<file path="src/rtl/uart_pin_receiver.sv">
`timescale 1ns/1ps
// uart_pin_receiver
//
// Far end of the pin-state transfer link. An 8N1 UART byte stream carries
// ASCII '0' (0x30) or '1' (0x31). Each correctly framed byte is presented on
// rx_byte with a one-cycle rx_valid strobe. A valid command drives the local
// mirror pin. A watchdog falls back to SAFE_VALUE and drops link_ok when
// commands stop arriving for TIMEOUT cycles.
//
// Optional build macro: UART_RX_MAJORITY_EN
//   defined   - every start/data/stop sample is the 2-of-3 majority of the
//               synchronised line over the sample cycle and the two before it
//   undefined - single sample of the synchronised line on the sample cycle
//
// Ports:
//   clk        system clock (12 MHz nominal)
//   rst        asynchronous active-high reset
//   rx         UART line, idle high, asynchronous to clk
//   pin_out    mirrored remote pin state
//   link_ok    high while valid commands keep arriving within TIMEOUT
//   rx_byte    last correctly framed byte
//   rx_valid   one-cycle strobe, rx_byte updated on the same cycle
//   frame_err  one-cycle strobe when the stop bit is sampled low
//   cmd_err    one-cycle strobe when a framed byte is not 0x30/0x31
module uart_pin_receiver #(
  parameter int   BAUD_DIV   = 104,
  parameter int   TIMEOUT    = 18_000_000,
  parameter logic SAFE_VALUE = 1'b0
) (
  input  logic       clk,
  input  logic       rst,
  input  logic       rx,
  output logic       pin_out,
  output logic       link_ok,
  output logic [7:0] rx_byte,
  output logic       rx_valid,
  output logic       frame_err,
  output logic       cmd_err
);

  localparam int CW = $clog2(BAUD_DIV);
  localparam int WW = $clog2(TIMEOUT + 1);
  localparam logic [CW-1:0] HALF_M1 = CW'(BAUD_DIV / 2 - 1);
  localparam logic [CW-1:0] FULL_M1 = CW'(BAUD_DIV - 1);
  localparam logic [WW-1:0] WD_MAX  = WW'(TIMEOUT);

  typedef enum logic [2:0] {IDLE, START, DATA, STOP, BREAK} state_t;

  state_t        state;
  logic [1:0]    sync_q;
  logic          rxs;
  logic          sample_bit;
  logic [CW-1:0] cnt;
  logic [2:0]    bit_idx;
  logic [7:0]    shreg;
  logic          byte_done;
  logic [WW-1:0] wd;
  logic          is_cmd;

  // Two-flop synchroniser, preset high so reset looks like an idle line.
  always_ff @(posedge clk or posedge rst) begin
    if (rst) sync_q <= 2'b11;
    else     sync_q <= {sync_q[0], rx};
  end

  assign rxs = sync_q[1];

`ifdef UART_RX_MAJORITY_EN
  logic [1:0] hist;

  // Two previous values of rxs; together with the current one they vote.
  always_ff @(posedge clk or posedge rst) begin
    if (rst) hist <= 2'b11;
    else     hist <= {hist[0], rxs};
  end

  assign sample_bit = (hist[1] & hist[0]) | (hist[1] & rxs) | (hist[0] & rxs);
`else
  assign sample_bit = rxs;
`endif

  assign is_cmd = byte_done && ((shreg == 8'h30) || (shreg == 8'h31));

  // Receive FSM, byte presentation, command decode and link watchdog.
  // A good stop bit only raises byte_done; the strobe and the decode happen
  // one clock later, at the same edge the FSM returns to IDLE.
  always_ff @(posedge clk or posedge rst) begin
    if (rst) begin
      state     <= IDLE;
      cnt       <= '0;
      bit_idx   <= '0;
      shreg     <= '0;
      byte_done <= 1'b0;
      wd        <= '0;
      pin_out   <= SAFE_VALUE;
      link_ok   <= 1'b0;
      rx_byte   <= '0;
      rx_valid  <= 1'b0;
      frame_err <= 1'b0;
      cmd_err   <= 1'b0;
    end else begin
      rx_valid  <= 1'b0;
      frame_err <= 1'b0;
      cmd_err   <= 1'b0;
      byte_done <= 1'b0;

      if (byte_done) begin
        rx_valid <= 1'b1;
        rx_byte  <= shreg;
        if (!is_cmd) cmd_err <= 1'b1;
      end

      // A valid command beats a simultaneous expiry.
      if (is_cmd) begin
        wd      <= '0;
        link_ok <= 1'b1;
        pin_out <= shreg[0];
      end else if (wd == WD_MAX) begin
        link_ok <= 1'b0;
        pin_out <= SAFE_VALUE;
      end else begin
        wd <= wd + 1'b1;
      end

      case (state)
        IDLE: begin
          cnt <= '0;
          if (!rxs) state <= START;
        end
        START: begin
          if (cnt == HALF_M1) begin
            cnt     <= '0;
            bit_idx <= '0;
            state   <= sample_bit ? IDLE : DATA;
          end else begin
            cnt <= cnt + 1'b1;
          end
        end
        DATA: begin
          if (cnt == FULL_M1) begin
            cnt     <= '0;
            shreg   <= {sample_bit, shreg[7:1]};
            bit_idx <= bit_idx + 1'b1;
            if (bit_idx == 3'd7) state <= STOP;
          end else begin
            cnt <= cnt + 1'b1;
          end
        end
        STOP: begin
          if (byte_done) begin
            cnt   <= '0;
            state <= IDLE;
          end else if (cnt == FULL_M1) begin
            cnt <= '0;
            if (sample_bit) begin
              byte_done <= 1'b1;
            end else begin
              frame_err <= 1'b1;
              state     <= BREAK;
            end
          end else begin
            cnt <= cnt + 1'b1;
          end
        end
        BREAK: begin
          cnt <= '0;
          if (rxs) state <= IDLE;
        end
        default: state <= IDLE;
      endcase
    end
  end

endmodule

</file>
<file path="config.mk">
export PLATFORM = sky130hd
export DESIGN_NAME = uart_pin_receiver
export DESIGN_NICKNAME = d
export VERILOG_FILES = /design/src/rtl/uart_pin_receiver.sv
export SDC_FILE = /design/constraint.sdc
export NUM_CORES = 1
export LEC_CHECK = 0
export CAP_MARGIN = 0
export CELL_PAD_IN_SITES_DETAIL_PLACEMENT = 0
export CELL_PAD_IN_SITES_GLOBAL_PLACEMENT = 1
export CORE_ASPECT_RATIO = 0.9
export CORE_MARGIN = 5
export CORE_UTILIZATION = 54
export CTS_CLUSTER_DIAMETER = 50
export DETAILED_ROUTE_END_ITERATION = 8
export DONT_BUFFER_PORTS = 1
export PLACE_DENSITY_LB_ADDON = 0.05
export RECOVER_POWER = 50
export SLEW_MARGIN = 0
export SYNTH_ARGS = -nofsm -noshare
export SYNTH_HDL_FRONTEND = slang
export SYNTH_SLANG_ARGS = --single-unit
</file>
<file path="constraint.sdc">
create_clock -name clk -period 3.4 [get_ports clk]
set_input_delay 0.51 -clock clk [delete_from_list [all_inputs] [get_ports clk]]
set_output_delay 0.51 -clock clk [all_outputs]
set_load 0.03 [all_outputs]
</file>
Word level (Yosys, flattened, before mapping)
Cells that the tools add are included.
W data, S select, Z words.

cells by class
  add/sub/neg operators = 3
  equal/unequal tests = 18
  mux-type cells = 33
  reductions and logical operators = 10

operators with widths
  kind                     count
  $mux W25                 2
  $mux W3                  10
  $pmux W7 S4              1
  $add A25 B1 Y25 const B  1
  $eq A25 B25 Y1 const B   1
  $mux W7                  3
  $eq A8 B6 Y1 const B     2
  $pmux W3 S5              1
  $mux W1                  14
  $ne A2 B2 Y1 const B     6
  $add A7 B1 Y7 const B    1
  $eq A7 B6 Y1 const B     1
  $eq A7 B7 Y1 const B     1
  $reduce_and A7 Y1        1
  $eq A3 B2 Y1 const B     2
  $eq A3 B3 Y1 const B     2
  $ne A3 B3 Y1 const B     2
  $pmux W3 S2              1
  $reduce_bool A2 Y1       2
  $reduce_bool A4 Y1       1
  $add A3 B1 Y3 const B    1
  $eq A3 B1 Y1 const B     1
  $logic_not A3 Y1         1
  $reduce_and A3 Y1        1
  other kinds (5)          5

word-level totals
  flip-flop bits (word level) = 62
  input port bits = 3
  output and inout port bits = 13
  word-level logic and storage cells = 77

Logic depth before layout (Yosys ltp)
Gate-level depths: netlist of the first run.

  depth after elaboration = 5
  depth in mapped cells = 7
  gate-level depth less buffers = 6

Worst setup path before layout of the first run
No wires, ideal clock.

  path kind = reg2reg
  start = register cnt[0]
  end = register bit_idx[0]
  library setup time = 125 ps
  data arrival time = 1,687 ps
  data required time = 3,275 ps
  setup slack = 1,588 ps
  cell stages (with the launch flop) = 6
  buffers on the path = 0
  clock period less this slack = 1,812 ps
  path through = dfrtp_1 ha_1 nor4b_4 or4b_1 a21o_1 mux2_4

between the ends
  longest elaborated chain between the ends = 3
  elaborated cells between the ends (all ways) = 5
  those cells by class = eq/ne (4); reduce/logical (1)

ends and longest elaborated chain
  item                                                 RTL line  RTL
  start, declared                                      53        logic [CW-1:0] cnt;
  start signal, assigned                               136       cnt <= cnt + 1'b1;
  start signal, assigned                               146       cnt <= cnt + 1'b1;
  start signal, assigned                               162       cnt <= cnt + 1'b1;
  $eq A7 B7 Y1 / $eq A7 B6 Y1 (equally long branches)  140, 131
  $ne A2 B2 Y1 (no line)                               -
  $reduce_and A3 Y1 (no line) *                        -
  end signal, assigned                                 143       bit_idx <= bit_idx + 1'b1;
  end, declared                                        54        logic [2:0] bit_idx;

Every way passes the cells marked *; elsewhere a longest branch is shown, timed or not.
A chain may end at the register's enable or synchronous reset.

Final worst setup path of the first run
  start = register cnt[0]
  end = register shreg[3]

between the ends
  longest elaborated chain between the ends = 2

ends and longest elaborated chain
  item                         RTL line  RTL
  $eq A7 B7 Y1                 140       if (cnt == FULL_M1) begin
  $reduce_and A2 Y1 (no line)  -
  end signal, assigned         142       shreg <= {sample_bit, shreg[7:1]};
  end, declared                55        logic [7:0] shreg;

Every way passes these cells.

==> results of run 1 <==
==> placed cells by master (no fill, tap or decap), types with 2 or more instances in the layout <==
| cell type | n |
|---|---|
| sky130_fd_sc_hd__dfrtp_1 | 60 |
| sky130_fd_sc_hd__o21ai_0 | 22 |
| sky130_fd_sc_hd__nor2_1 | 21 |
| sky130_fd_sc_hd__nand2_1 | 21 |
| sky130_fd_sc_hd__a21oi_1 | 18 |
| sky130_fd_sc_hd__mux2_2 | 16 |
| sky130_fd_sc_hd__nand3_1 | 12 |
| sky130_fd_sc_hd__inv_1 | 11 |
| sky130_fd_sc_hd__or3_1 | 11 |
| sky130_fd_sc_hd__xor2_1 | 9 |
| sky130_fd_sc_hd__nand4_1 | 9 |
| sky130_fd_sc_hd__clkbuf_8 | 9 |
| sky130_fd_sc_hd__and4_1 | 6 |
| sky130_fd_sc_hd__and2_1 | 5 |
| sky130_fd_sc_hd__ha_1 | 5 |
| sky130_fd_sc_hd__nor3_1 | 4 |
| sky130_fd_sc_hd__a31oi_1 | 3 |
| sky130_fd_sc_hd__clkinvlp_4 | 3 |
| sky130_fd_sc_hd__nor4bb_1 | 2 |
| sky130_fd_sc_hd__and3_1 | 2 |
| sky130_fd_sc_hd__o31ai_1 | 2 |
| sky130_fd_sc_hd__or4_1 | 2 |
| sky130_fd_sc_hd__nand4b_1 | 2 |
| sky130_fd_sc_hd__or4b_1 | 2 |
| sky130_fd_sc_hd__a22o_2 | 2 |
| sky130_fd_sc_hd__nand2b_1 | 2 |
| sky130_fd_sc_hd__nor2b_1 | 2 |
| sky130_fd_sc_hd__nor4b_1 | 2 |
| sky130_fd_sc_hd__o22ai_1 | 2 |
| sky130_fd_sc_hd__bufinv_16 | 2 |
| sky130_fd_sc_hd__dfstp_2 | 2 |
==> report_power, final <==
part           internal [mW]  switching (mW)
registers              0.740         0.00112
clock network          0.407           0.289
logic               0.000836          0.0145
==> registers in the layout (all words and copies together), names as in the netlist <==
name / count
bit_idx: 3
byte_done: 1
cmd_err: 1
cnt: 7
frame_err: 1
link_ok: 1
pin_out: 1
rx_byte: 8
rx_valid: 1
shreg: 8
state: 3
sync_q: 2
wd: 25
==> stage by stage <==
step                std cells  utilization  power [mW]  hold WS [ns]
floorplan                 289            -       0.766         0.345
finish                    360        0.612        1.45         0.167
detailed placement        345        0.572       0.772         0.350
CTS                       360        0.612        1.47         0.148
global placement          345        0.572       0.772         0.349
global route              360        0.612        1.51         0.129
==> worst max-delay path: stages (launching register included) <==
cell and delay (ns):
sky130_fd_sc_hd__dfrtp_1 0.39, sky130_fd_sc_hd__ha_1 0.23, sky130_fd_sc_hd__and2_1 0.27, sky130_fd_sc_hd__nand4b_1 0.14, sky130_fd_sc_hd__nor2_1 0.64, sky130_fd_sc_hd__mux2_2 0.42
==> routing by layer <==
| metal | global-route usage | part of all wire | vias up |
|---|---|---|---|
| li1 | - | - | 1050 |
| met1 | 0.262 | 0.47 | 1034 |
| met2 | 0.283 | 0.47 | 30 |
| met3 | 0.0659 | 0.041 | 8 |
| met4 | 0.0589 | 0.012 | 0 |
| met5 | 0 | 0 | - |
==> path summary, 6_finish.rpt <==
kind | start | end | slack (ns) | cells past startpoint
hold reg to reg | sync_q[0]$_DFF_PP1_ | sync_q[1]$_DFF_PP1_ | 0.36 | 0
max in group asynchronous | rst | bit_idx[2]$_DFFE_PP0P_ | 1.38 | 2
setup / recovery | cnt[0]$_DFFE_PP0P_ | shreg[3]$_DFFE_PP0P_ | 1.22 | 5
hold / removal | rx | sync_q[0]$_DFF_PP1_ | 0.17 | 0
setup reg to reg | cnt[0]$_DFFE_PP0P_ | shreg[3]$_DFFE_PP0P_ | 1.22 | 5
min in group asynchronous | rst | wd[17]$_DFFE_PP0P_ | 0.68 | 1
==> area by class of cell <==
cell class / instances / area, µm²
clock buffer: 9 / 124
clock inverter: 6 / 87.6
fill: 446 / 2070
inverter: 11 / 41.3
multi-input combinational: 203 / 1350
sequential: 62 / 1550
tap: 67 / 83.8
timing repair buffer: 2 / 11.3
==> logic make-up (layout without fill, tap and decap cells) <==
logic type / after synthesis / in the layout / synth area share
AND/OR/NAND/NOR: 111 / 111 / 0.214
flip-flops: 62 / 62 / 0.517
AO/OA/AOI/OAI: 59 / 59 / 0.117
buffers and inverters: 24 / 28 / 0.0333
multiplexers: 18 / 18 / 0.0683
XOR/XNOR: 10 / 10 / 0.0292
adder cells (fa/ha/maj): 5 / 5 / 0.0208
==> metrics.log, run 1 <==
[metrics] run status: finished with violations
[metrics] failing checks: capacitance limit, slew limit
[metrics] flop and latch count out of synthesis: 62
[metrics] post-route worst setup slack: 1.22 ns
[metrics] summed negative setup slack over all endpoints: 0 ns
[metrics] post_cts resized: 0
[metrics] maximum level of the CTS H-tree: 3
[metrics] post-DR vias/cell: 5.89
[metrics] antenna violations before repair: 0
[metrics] area of all placed cells without fillers: 3250 µm²
[metrics] EDFF count, synth: 0
[metrics] number of DRC violations after detailed routing: 0
[metrics] first-pass GRT wire length: 10300 µm
[metrics] pre-CTS setup slack: 1.23 ns
[metrics] Setup Buffers After CTS: 0
[metrics] count of distinct cell types in the synthesized netlist: 51
[metrics] Least-Margin Pin Slew: 1.90 ns
[metrics] kind of launch point of the worst setup path: flop
[metrics] Pwr Density: 447 nW/µm²
[metrics] worst slew margin relative to its limit: -0.267
[metrics] Synth area leaders: sky130_fd_sc_hd__dfrtp_1 50%, sky130_fd_sc_hd__mux2_2 6.0%, sky130_fd_sc_hd__o21ai_0 3.7%
[metrics] overall fraction of global-route tracks in use: 0.190
[metrics] sequential fraction of the synthesis area: 0.517
[metrics] hold_buf cts: 0
[metrics] pin count of the biggest net entering global routing: 52
[metrics] number of max-capacitance violations reported: 1
[metrics] number of buffers between clock root and the deepest sink: 2
[metrics] NumNets Final: 297
[metrics] total CTS buffers: 9
[metrics] Worst EP arrival: 2.40 ns
[metrics] Syn Std Cell Area: approximately 3000 µm²
[metrics] sinks on the clock net: between 60 and 70
[metrics] setup repair after global routing missed its margin: false
[metrics] nets in the synthesized netlist: approximately 300
[metrics] post-layout minimum cycle time: 2.18 ns
[metrics] routability congestion estimate from global placement: 0.792
[metrics] Die Footprint: 7160 µm²
[metrics] Warnings, synthesis: 0
[metrics] first-pass iteration count of the detailed router: 4
[metrics] final setup violating endpoints: 0
[metrics] top-level port count: 16
[metrics] number of failing hold endpoints at the final stage: 0
[metrics] Final Routed Wirelength: around 5700 µm
[metrics] Root Buffer Master: sky130_fd_sc_hd__clkbuf_8
[metrics] GRT Residual Overflow: 0
[metrics] worst vdd ir: 0.278 mV
[metrics] HPWL Detailed: 3780 µm
[metrics] WS Path Type: reg2reg
[metrics] maximum operating frequency: 459 MHz
[metrics] Area Overhead vs Synth: 8.25%
[metrics] number of port buffers: 0
[metrics] cell with the most instances after synthesis: sky130_fd_sc_hd__dfrtp_1
[metrics] clock transition at the register clock pins on the worst setup and hold paths after CTS: around 0.070 ns
[metrics] vias after detailed routing: 2122
[metrics] Post-DP Area: between 3000 and 4000 µm²
[metrics] vias in the first global route: 2123
[metrics] total inserted antenna cells: 0
[metrics] initial cell density of the core: 0.565
[metrics] share of post-route cells with drive strength above 1: 0.147
[metrics] final number of max-transition violations: between 50 and 60
[metrics] num rows: 25
[metrics] die height: 80.8 µm
[metrics] CTS tree: yes
[metrics] fraction of registers with async set/reset: 1.00
[metrics] final clock period utilization by the worst path: 0.641
[metrics] synthesized area per cell: 10.4 µm²
[metrics] Final ANT Viol Nets: 0
[metrics] source-to-sink clock delay at the later pin of the worst-skew pair: around 0.34 ns
[metrics] element type at the critical path end: flop
[metrics] Post-Syn Instances: 289
[metrics] synth cell count leaders: 60 x sky130_fd_sc_hd__dfrtp_1, 22 x sky130_fd_sc_hd__o21ai_0, 21 x sky130_fd_sc_hd__nand2_1, 21 x sky130_fd_sc_hd__nor2_1, 18 x sky130_fd_sc_hd__a21oi_1
[metrics] Core Area: 5320 µm²
[metrics] post-synth top area share: 0.500
[metrics] largest fanout of any net on the critical path: 11
[metrics] drt wl/cell: 15.9 µm
[metrics] Die X: 88.6 µm
[metrics] dominant cell type by area after synthesis: sky130_fd_sc_hd__dfrtp_1
[metrics] Top FF cell, synth: sky130_fd_sc_hd__dfrtp_1
[metrics] required time of the critical path: 3.62 ns
[metrics] class of the worst hold path: in2reg
[metrics] Final Skew: 0.00678 ns
[metrics] leakage dissipation: roughly 1.4 nW
[metrics] iteration-0 DRC count of the detailed router: 113
(Power assumes the default switching activity.)
==> run 2, diff against run 1 <==
- CORE_UTILIZATION: 54 -> 50
- clock period: 3.4 -> 2.1 ns (I/O delays scaled with it)
==> metrics.log, run 2 (synthesized netlist as in run 1, its figures left out) <==
[metrics] routability congestion estimate from global placement: 0.796
[metrics] largest fanout of any net on the critical path: 4
[metrics] NumNets Final: 308
[metrics] maximum operating frequency: 521 MHz
[metrics] iteration-0 DRC count of the detailed router: 73
[metrics] Worst EP arrival: 2.15 ns
[metrics] maximum level of the CTS H-tree: 3
[metrics] drt wl/cell: 15.4 µm
[metrics] pin count of the biggest net entering global routing: 25
[metrics] number of placed instances, taps included: 357
[metrics] first-pass GRT wire length: 10300 µm
[metrics] sinks on the clock net: between 60 and 70
[metrics] kind of launch point of the worst setup path: flop
[metrics] share of post-route cells with drive strength above 1: 0.174
[metrics] Pwr Density: 683 nW/µm²
[metrics] Die Footprint: approximately 7700 µm²
[metrics] top-level port count: 16
[metrics] leading cell types in the layout, fill and taps excluded: 60 x sky130_fd_sc_hd__dfrtp_1, 22 x sky130_fd_sc_hd__o21ai_0, 21 x sky130_fd_sc_hd__nor2_1, 21 x sky130_fd_sc_hd__nand2_1, 18 x sky130_fd_sc_hd__a21oi_1
[metrics] largest reg by FF count: wd
[metrics] number of failing hold endpoints at the final stage: 0
[metrics] R2R setup slack: 0.18 ns
[metrics] final number of max-transition violations: 0
[metrics] num rows: 26
[metrics] clock transition at the register clock pins on the worst setup and hold paths after CTS: 0.07 ns
[metrics] die height: 83.5 µm
[metrics] run status: complete, no violations
[metrics] count of placed standard cells in the final layout, fillers left out: about 380
[metrics] vias after detailed routing: 2179
[metrics] GRT Residual Overflow: 0
[metrics] final clock period utilization by the worst path: 0.914
[metrics] post-DR vias/cell: ~5.8
[metrics] number of port buffers: 0
[metrics] Least-Margin Pin Slew: 0.874 ns
[metrics] number of buffers between clock root and the deepest sink: 2
[metrics] first-pass iteration count of the detailed router: 4
[metrics] vias in the first global route: 2078
[metrics] Final Skew: 0.00543 ns
[metrics] slowest stage cell on the critical path: sky130_fd_sc_hd__or4b_1
[metrics] CTS tree: yes
[metrics] summed negative setup slack over all endpoints: 0 ns
[metrics] class of the worst hold path: reg2reg
[metrics] peak per-stage delay on the critical path: 0.48 ns
[metrics] number of DRC violations after detailed routing: 0
[metrics] initial cell density of the core: 0.522
[metrics] total inserted antenna cells: 0
[metrics] worst slew margin relative to its limit: 0.416
[metrics] HPWL Detailed: 4070 µm
[metrics] post_cts resized: 0
[metrics] final setup violating endpoints: 0
[metrics] WS Path Type: reg2reg
[metrics] setup repair after global routing missed its margin: false
[metrics] antenna violations before repair: 0
[metrics] Die X: between 90 and 100 µm
[metrics] worst vdd ir: 0.498 mV
[metrics] overall fraction of global-route tracks in use: 0.167
[metrics] Root Buffer Master: sky130_fd_sc_hd__clkbuf_8
[metrics] registers with the highest flip-flop counts: wd (25), rx_byte (8), shreg (8)
[metrics] source-to-sink clock delay at the later pin of the worst-skew pair: 0.34 ns
[metrics] post-layout minimum cycle time: 1.92 ns
[metrics] total CTS buffers: 9
[metrics] flip-flop count of the largest register, all copies and words added: 25
[metrics] required time of the critical path: 2.33 ns
[metrics] leakage dissipation: 1.48 nW
[metrics] Final Routed Wirelength: 5790 µm
[metrics] element type at the critical path end: flop
[metrics] Area Overhead vs Synth: 10.7%
[metrics] series of cell instances along the critical path: ha_1 -> nor4b_4 -> or4b_1 -> a21o_1 -> mux2_4
[metrics] Final ANT Viol Nets: 0
[metrics] number of max-capacitance violations reported: 0
[metrics] Core Area: 5760 µm²
[metrics] most common cell after layout, fill and taps aside: sky130_fd_sc_hd__dfrtp_1
## run 2: changes by cell type in the layout (fill, tap and decap cells not counted)
| cell | before | now |
|---|---|---|
| sky130_fd_sc_hd__buf_4 | 1 | 8 |
| sky130_fd_sc_hd__bufinv_16 | 2 | 1 |
| sky130_fd_sc_hd__clkbuf_2 | 0 | 2 |
| sky130_fd_sc_hd__clkinvlp_4 | 3 | 4 |
| sky130_fd_sc_hd__dlygate4sd3_1 | 0 | 2 |
| sky130_fd_sc_hd__inv_6 | 0 | 1 |
## run 2: critical path, delay by kind of cell (launching register included)
kind / cells / cell delay, ns
compound gates: 1 / 0.23
mux: 1 / 0.26
simple gates: 2 / 0.72
flops: 1 / 0.38
fa+ha+maj: 1 / 0.22
## run 2: final cells by class
| cell class | count | area (µm²) |
|---|---|---|
| tap | 70 | 87.6 |
| multi-input combinational | 203 | 1350 |
| clock buffer | 9 | 124 |
| clock inverter | 7 | 73.8 |
| inverter | 11 | 41.3 |
| fill | 501 | 2430 |
| sequential | 62 | 1550 |
| timing repair buffer | 13 | 93.8 |
## run 2: repair_timing
action | 4_1_cts | 5_1_grt
endpoints found under the setup margin | 0 | 0
hold buffers | 2 | 0
buffers inserted | 0 | 0
hold endpoints to repair | 21 | 0
## run 2: path summary, 6_finish.rpt
kind / start / end / cells after the start
max: cnt[0]$_DFFE_PP0P_ / bit_idx[0]$_DFFE_PP0P_ / 5
min: sync_q[0]$_DFF_PP1_ / sync_q[1]$_DFF_PP1_ / 0
max reg2reg: cnt[0]$_DFFE_PP0P_ / bit_idx[0]$_DFFE_PP0P_ / 5
min reg2reg: sync_q[0]$_DFF_PP1_ / sync_q[1]$_DFF_PP1_ / 0
max in group asynchronous: rst / link_ok$_DFFE_PP0P_ / 3
min in group asynchronous: rst / wd[21]$_DFFE_PP0P_ / 2
## run 2: stage by stage
step / util / power (mW) / area, µm² / setup WS (ns) / hold WS (ns)
5_1_grt: 0.577 / 2.36 / 3320 / 0.0179 / 0.365
3_5_place_dp: 0.541 / 1.25 / 3120 / 0.194 / 0.255
6_report: 0.577 / 2.27 / 3320 / 0.181 / 0.362
4_1_cts: 0.579 / 2.31 / 3330 / 0.169 / 0.363
2_1_floorplan: - / 1.24 / 3000 / 0.247 / 0.319
3_3_place_gp: 0.541 / 1.25 / 3120 / 0.211 / 0.253
## run 2: where the power goes
part | switching [mW] | total, mW | leakage, nW | internal (mW)
Clock | 0.494 | 1.04 | 0.0879 | 0.549
Sequential | 0.00222 | 1.20 | 0.830 | 1.20
Combinational | 0.0242 | 0.0288 | 0.565 | 0.00465
## run 2: layer usage
layer | share of wire | global-route usage | wire [µm]
met5 | 0 | 0 | 0
met4 | 0.016 | 0.0688 | 92
met3 | 0.033 | 0.0496 | 193
met2 | 0.47 | 0.255 | 2730
met1 | 0.48 | 0.222 | 2770
==> run 3, diff against run 2 <==
- GPL_ROUTABILITY_DRIVEN: unset -> 0
==> results of run 3 <==
The final DEF is identical to that of run 2; final timing and power are the same.
